==> src/rtl/perf_event_monitor.sv <==
// Pipeline performance event monitor: a saturating cycle counter plus NUM_EVT
// saturating event counters. Provides a programmable cycle limit, pause/resume,
// an atomic snapshot into a shadow bank, and registered indexed readout.
module perf_event_monitor #(
  parameter int unsigned NUM_EVT = 4,
  parameter int unsigned CNT_W   = 32,
  parameter int unsigned LIMIT_W = 16
) (
  input  logic                           clk_i,
  input  logic                           rst_i,
  input  logic                           start_i,
  input  logic                           clear_i,
  input  logic [LIMIT_W-1:0]             limit_i,
  input  logic [NUM_EVT-1:0]             evt_i,
  input  logic                           snap_i,
  input  logic [$clog2(NUM_EVT+1)-1:0]   rd_sel_i,
  output logic [CNT_W-1:0]               rd_data_o,
  output logic                           running_o,
  output logic                           done_o,
  output logic [NUM_EVT:0]               ovf_o
);

  localparam int unsigned NCH   = NUM_EVT + 1;
  localparam int unsigned SEL_W = $clog2(NCH);
  localparam int unsigned CMP_W = (CNT_W > LIMIT_W) ? CNT_W : LIMIT_W;
  localparam logic [CNT_W-1:0] CNT_MAX = '1;
  localparam logic [SEL_W-1:0] SEL_MAX = SEL_W'(NUM_EVT);

  typedef enum logic [1:0] {
    ST_IDLE,
    ST_RUN,
    ST_PAUSE,
    ST_DONE
  } state_e;

  state_e                     state_q, state_d;
  logic [NCH-1:0][CNT_W-1:0]  live_q, live_d;
  logic [NCH-1:0][CNT_W-1:0]  shadow_q, shadow_d;
  logic [NCH-1:0]             ovf_q, ovf_d;
  logic [LIMIT_W-1:0]         limit_q, limit_d;
  logic [CNT_W-1:0]           rd_data_q, rd_data_d;
  logic                       running_q, done_q;
  logic [NCH-1:0]             inc;
  logic [CNT_W-1:0]           cyc_next;

  // Next-state: clear beats the FSM; snapshot and readout work in every state.
  always_comb begin
    state_d   = state_q;
    live_d    = live_q;
    shadow_d  = shadow_q;
    ovf_d     = ovf_q;
    limit_d   = limit_q;
    rd_data_d = '0;
    inc       = {evt_i, 1'b1};
    cyc_next  = (live_q[0] == CNT_MAX) ? CNT_MAX : live_q[0] + 1'b1;

    // Readout sees the shadow bank as it was before this edge.
    if (rd_sel_i <= SEL_MAX) begin
      rd_data_d = shadow_q[rd_sel_i];
    end

    // Snapshot captures pre-increment, pre-clear live values.
    if (snap_i) begin
      shadow_d = live_q;
    end

    if (clear_i) begin
      live_d  = '0;
      ovf_d   = '0;
      state_d = ST_IDLE;
    end else begin
      case (state_q)
        ST_IDLE: begin
          if (start_i) begin
            state_d = ST_RUN;
            limit_d = limit_i;
          end
        end
        ST_RUN: begin
          for (int k = 0; k < int'(NCH); k++) begin
            if (inc[k]) begin
              if (live_q[k] == CNT_MAX) begin
                ovf_d[k] = 1'b1;
              end else begin
                live_d[k] = live_q[k] + 1'b1;
              end
            end
          end
          // Limit reached takes precedence over a simultaneous pause request.
          if ((limit_q != '0) && (CMP_W'(cyc_next) == CMP_W'(limit_q))) begin
            state_d = ST_DONE;
          end else if (!start_i) begin
            state_d = ST_PAUSE;
          end
        end
        ST_PAUSE: begin
          if (start_i) begin
            state_d = ST_RUN;
          end
        end
        ST_DONE: begin
          state_d = ST_DONE;
        end
        default: begin
          state_d = ST_IDLE;
        end
      endcase
    end
  end

  // State and output registers with synchronous reset.
  always_ff @(posedge clk_i) begin
    if (rst_i) begin
      state_q   <= ST_IDLE;
      live_q    <= '0;
      shadow_q  <= '0;
      ovf_q     <= '0;
      limit_q   <= '0;
      rd_data_q <= '0;
      running_q <= 1'b0;
      done_q    <= 1'b0;
    end else begin
      state_q   <= state_d;
      live_q    <= live_d;
      shadow_q  <= shadow_d;
      ovf_q     <= ovf_d;
      limit_q   <= limit_d;
      rd_data_q <= rd_data_d;
      running_q <= (state_d == ST_RUN);
      done_q    <= (state_d == ST_DONE);
    end
  end

  assign rd_data_o = rd_data_q;
  assign running_o = running_q;
  assign done_o    = done_q;
  assign ovf_o     = ovf_q;

endmodule

==> config.mk <==
export PLATFORM = sky130hd
export DESIGN_NAME = perf_event_monitor
export DESIGN_NICKNAME = d
export VERILOG_FILES = /design/src/rtl/perf_event_monitor.sv
export SDC_FILE = /design/constraint.sdc
export NUM_CORES = 1
export LEC_CHECK = 0
export ABC_AREA = 0
export CAP_MARGIN = 20
export CORE_MARGIN = 4
export CORE_UTILIZATION = 50
export DETAILED_ROUTE_END_ITERATION = 8
export GPL_TIMING_DRIVEN = 1
export PLACE_DENSITY = 0.74
export SKIP_LAST_GASP = 1
export SLEW_MARGIN = 0
export SYNTH_ARGS = -nofsm -noshare
export SYNTH_HDL_FRONTEND = slang
export SYNTH_SLANG_ARGS = --single-unit
==> constraint.sdc <==
create_clock -name clk_i -period 3.4 [get_ports clk_i]
set_input_delay 0.85 -clock clk_i [delete_from_list [all_inputs] [get_ports clk_i]]
set_output_delay 0.85 -clock clk_i [all_outputs]
set_load 0.02 [all_outputs]
==> results.txt <==
status = completed
Fillers = 2817
Critical Path Fanout Max = 6
fin. max-slew vios = 0
Seq pwr share = 48.6%
vias per inst = 5.67
RSZ-0062 raised after global routing = false
Routed WL = 41900 um
reg2reg setup slack = 0.22 ns
critical setup path kind = flip-flop to flip-flop
vias in the first global route = 12.5k
CTS tree = built
post-CTS sizing = 0
Final setup viols = 0
WL met1 = 18800 um
HPWL after DPL = 29900 um
Diodes inserted = 0
Final nets = 1883
Hold Path Sink = ovf_o[0]$_SDFFE_PP0P_
most frequent cells in the layout = dfxtp_1, nor2_1, mux2i_1, nand2_1, xnor2_1
first-pass GRT wire length = 67500 um
commonest non-fill, non-tap cell in the layout = dfxtp_1
die height = 191 um
cts hold-fix bufs = 0
GRT Util Overall = 22.8%
initial core utilization = 51.2%
Clock Skew = 0.0186 ns
layout cells sized above 1 = 8.99%
Post-Syn Nets = 1847
die area = 36500 um2
ratio of final minimum period to clock period = 93.6%
H-Tree Depth = 2
synthesized area = 16800 um2
Startpoint Class = flip-flop
Synth warnings = 0
slowest stage delay, CP = 0.58 ns
Post-CTS Setup Inserts = 0
PwrDens = 477 nW/um2
via count = 13.2k
Worst slew margin = 46.7%
row cnt = 66
Hold WS = 0.474 ns
worst r2r src = live_q[0]$_SDFFE_PP0P_
met2 wire length = 19800 um
worst slew pin tran = 0.791 ns
Comb pwr share = 3.9%
Longest Clk Path Bufs = 3
ANT nets after route = 0
total net switching power = 1.99 mW
Fmax = 0.314 GHz
drt first pass iters = 5
clk sinks = 377
GRT overflow = 0
worst r2r dst = running_o$_SDFF_PP0_
Die W = 191 um
pin count of the biggest net entering global routing = 135
cells after synthesis = 1814
setup TNS = 0 ns
top sig layer = met4
R2R depth = 9
GPL Wtd Cong = 0.933
syn avg cell area = 9.25 um2
Syn-to-layout area delta = 14.3%
crit-path cells = ha_1 -> nand4_2 -> or4_1 -> nor4_1 -> xor2_1 -> or4_4 -> a2111oi_4 -> a21oi_2 -> o211a_1
slowest CP cell = or4_1
clock root cell = clkbuf_16
Tmin final = 3.18 ns
Sw Share = 21.8%
Final Hold Vio Count = 0
Clock Latency Late Sink = 0.54 ns
Routed WL per cell = 18.1 um
Max Cap Violations = 0
P_int = 7.16 mW
drt drc = 0
clock power share = 47.6%
Top Ports = 67
initial antenna violation count = 0
hold depth = 2
core outline area = 32800 um2
asr flop ratio synth = 0%
worst hold path class = flip-flop to flip-flop
Primary FF master, synth = dfxtp_1
CP Data Arrival Time = 3.60 ns
sequential share of the synthesized area = 45.0%
I/O Buffers = 66
Met3 Wirelength = 2150 um
drt initial violations = 920
Setup crit end kind = flip-flop
Seq cells post-synth = 377
Leak = 6.96 nW
HP Start = ovf_o[0]$_SDFFE_PP0P_
CP required = 3.82 ns
clk slew on worst S/H paths = 0.06 ns
EDFF count, synth = 0
Max IR drop VDD = 0.305 mV
CTS buffer count = 39
Distinct cells, synth = 73
## worst max-delay path, delay by kind of cell, from the launching register on
kind,cells,cell delay (ns)
simple gates,4,1.58
compound gates,3,0.73
flops,1,0.34
fa+ha+maj,1,0.31
xor+xnor,1,0.12
## worst max-delay path by stage
| stage | from | to | depth (start not counted) | slack [ns] |
|---|---|---|---|---|
| global placement | live_q[0]$_SDFFE_PP0P_ | running_o$_SDFF_PP0_ | 9 | 0.20 |
| finish | live_q[0]$_SDFFE_PP0P_ | running_o$_SDFF_PP0_ | 9 | 0.22 |
| global route | live_q[11]$_SDFFE_PP0P_ | running_o$_SDFF_PP0_ | 8 | 0.005 |
| floorplan | live_q[0]$_SDFFE_PP0P_ | running_o$_SDFF_PP0_ | 10 | 0.20 |
| CTS | live_q[0]$_SDFFE_PP0P_ | running_o$_SDFF_PP0_ | 9 | 0.21 |
| detailed placement | live_q[0]$_SDFFE_PP0P_ | running_o$_SDFF_PP0_ | 9 | 0.22 |
## synth_stat cells, types with 3 or more instances
cell      number  share of area (%)
nand3_1       48                1.4
nor2b_1        4               0.15
buf_6          3               0.20
and4_1        20                1.0
nor3b_1        3               0.13
a211oi_1       4               0.18
clkbuf_1      74                1.7
buf_1         18               0.40
nor3_1        31               0.92
mux4_2        32                4.3
and2_1         8               0.30
nor2_1       360                8.1
clkbuf_8       4               0.33
o21ai_0       47                1.4
or2_2          6               0.22
ha_1           5               0.37
or3_1         49                1.8
and3_1        20               0.75
buf_4          3               0.13
nand2b_1       3               0.11
xnor2_1       72                3.8
o21a_1         3               0.13
o41ai_1        3               0.16
mux2i_1      199                 12
nand2_1      121                2.7
or4_1          3               0.13
nor4_1        23               0.86
dfxtp_1      377                 45
nor4b_1        4               0.21
a21oi_1       62                1.8
buf_2          7               0.21
inv_1         32               0.72
xor2_1        64                3.3
a31oi_1        7               0.26
nand4_1       47                1.8
## power groups by stage
stage,Sequential (mW),Clock (mW),Combinational (mW)
5_1_grt,4.44,4.64,0.379
2_1_floorplan,4.54,0,0.246
4_1_cts,4.44,4.43,0.354
6_report,4.44,4.35,0.354
3_3_place_gp,4.54,0,0.351
3_5_place_dp,4.54,0,0.353
## through the flow
stage	utilization [%]	instances	cell area [um2]	worst slack [ns]	power, mW
floorplan	-	1814	16800	0.205	4.78
global placement	54.4	2251	17800	0.201	4.89
detailed placement	54.4	2251	17800	0.219	4.89
CTS	58.5	2321	19200	0.209	9.23
global route	58.5	2321	19200	0.00543	9.46
finish	58.5	2321	19200	0.219	9.15
## layer usage
layer / up-vias / global-route usage (%)
li1: 6393 / -
met1: 6326 / 30.9
met2: 347 / 37.5
met3: 85 / 3.43
met4: 0 / 7.32
met5: - / 0
## flip-flops by register name (all words and copies together), names as in the netlist
signal / flops
done_o: 1
limit_q: 16
live_q: 160
ovf_o: 5
rd_data_o: 32
running_o: 1
shadow_q: 160
state_q: 2
## logic make-up (layout without fill, tap and decap cells)
| kind of cell | after synthesis | in the layout | synth area share (%) |
|---|---|---|---|
| AOI/OAI and AO/OA | 152 | 152 | 5.45 |
| buffers and inverters | 141 | 206 | 3.65 |
| muxes | 231 | 231 | 16.2 |
| xor gates and xnor gates | 138 | 138 | 7.38 |
| and+or+nand+nor | 770 | 770 | 22.0 |
| DFF | 377 | 377 | 45.0 |
| adders and majority gates | 5 | 5 | 0.373 |
## layout make-up
type / count / area (um2) / area share [%]
multi-input cells: 1296 / 8630 / 45.0
flip-flops and latches: 377 / 7550 / 39.4
clock buffers: 54 / 1140 / 5.96
repair buffers: 104 / 1000 / 5.22
well taps: 442 / 553 / 2.88
clock inverters: 16 / 181 / 0.946
inverters: 32 / 120 / 0.627
(Power assumes the default switching activity.)
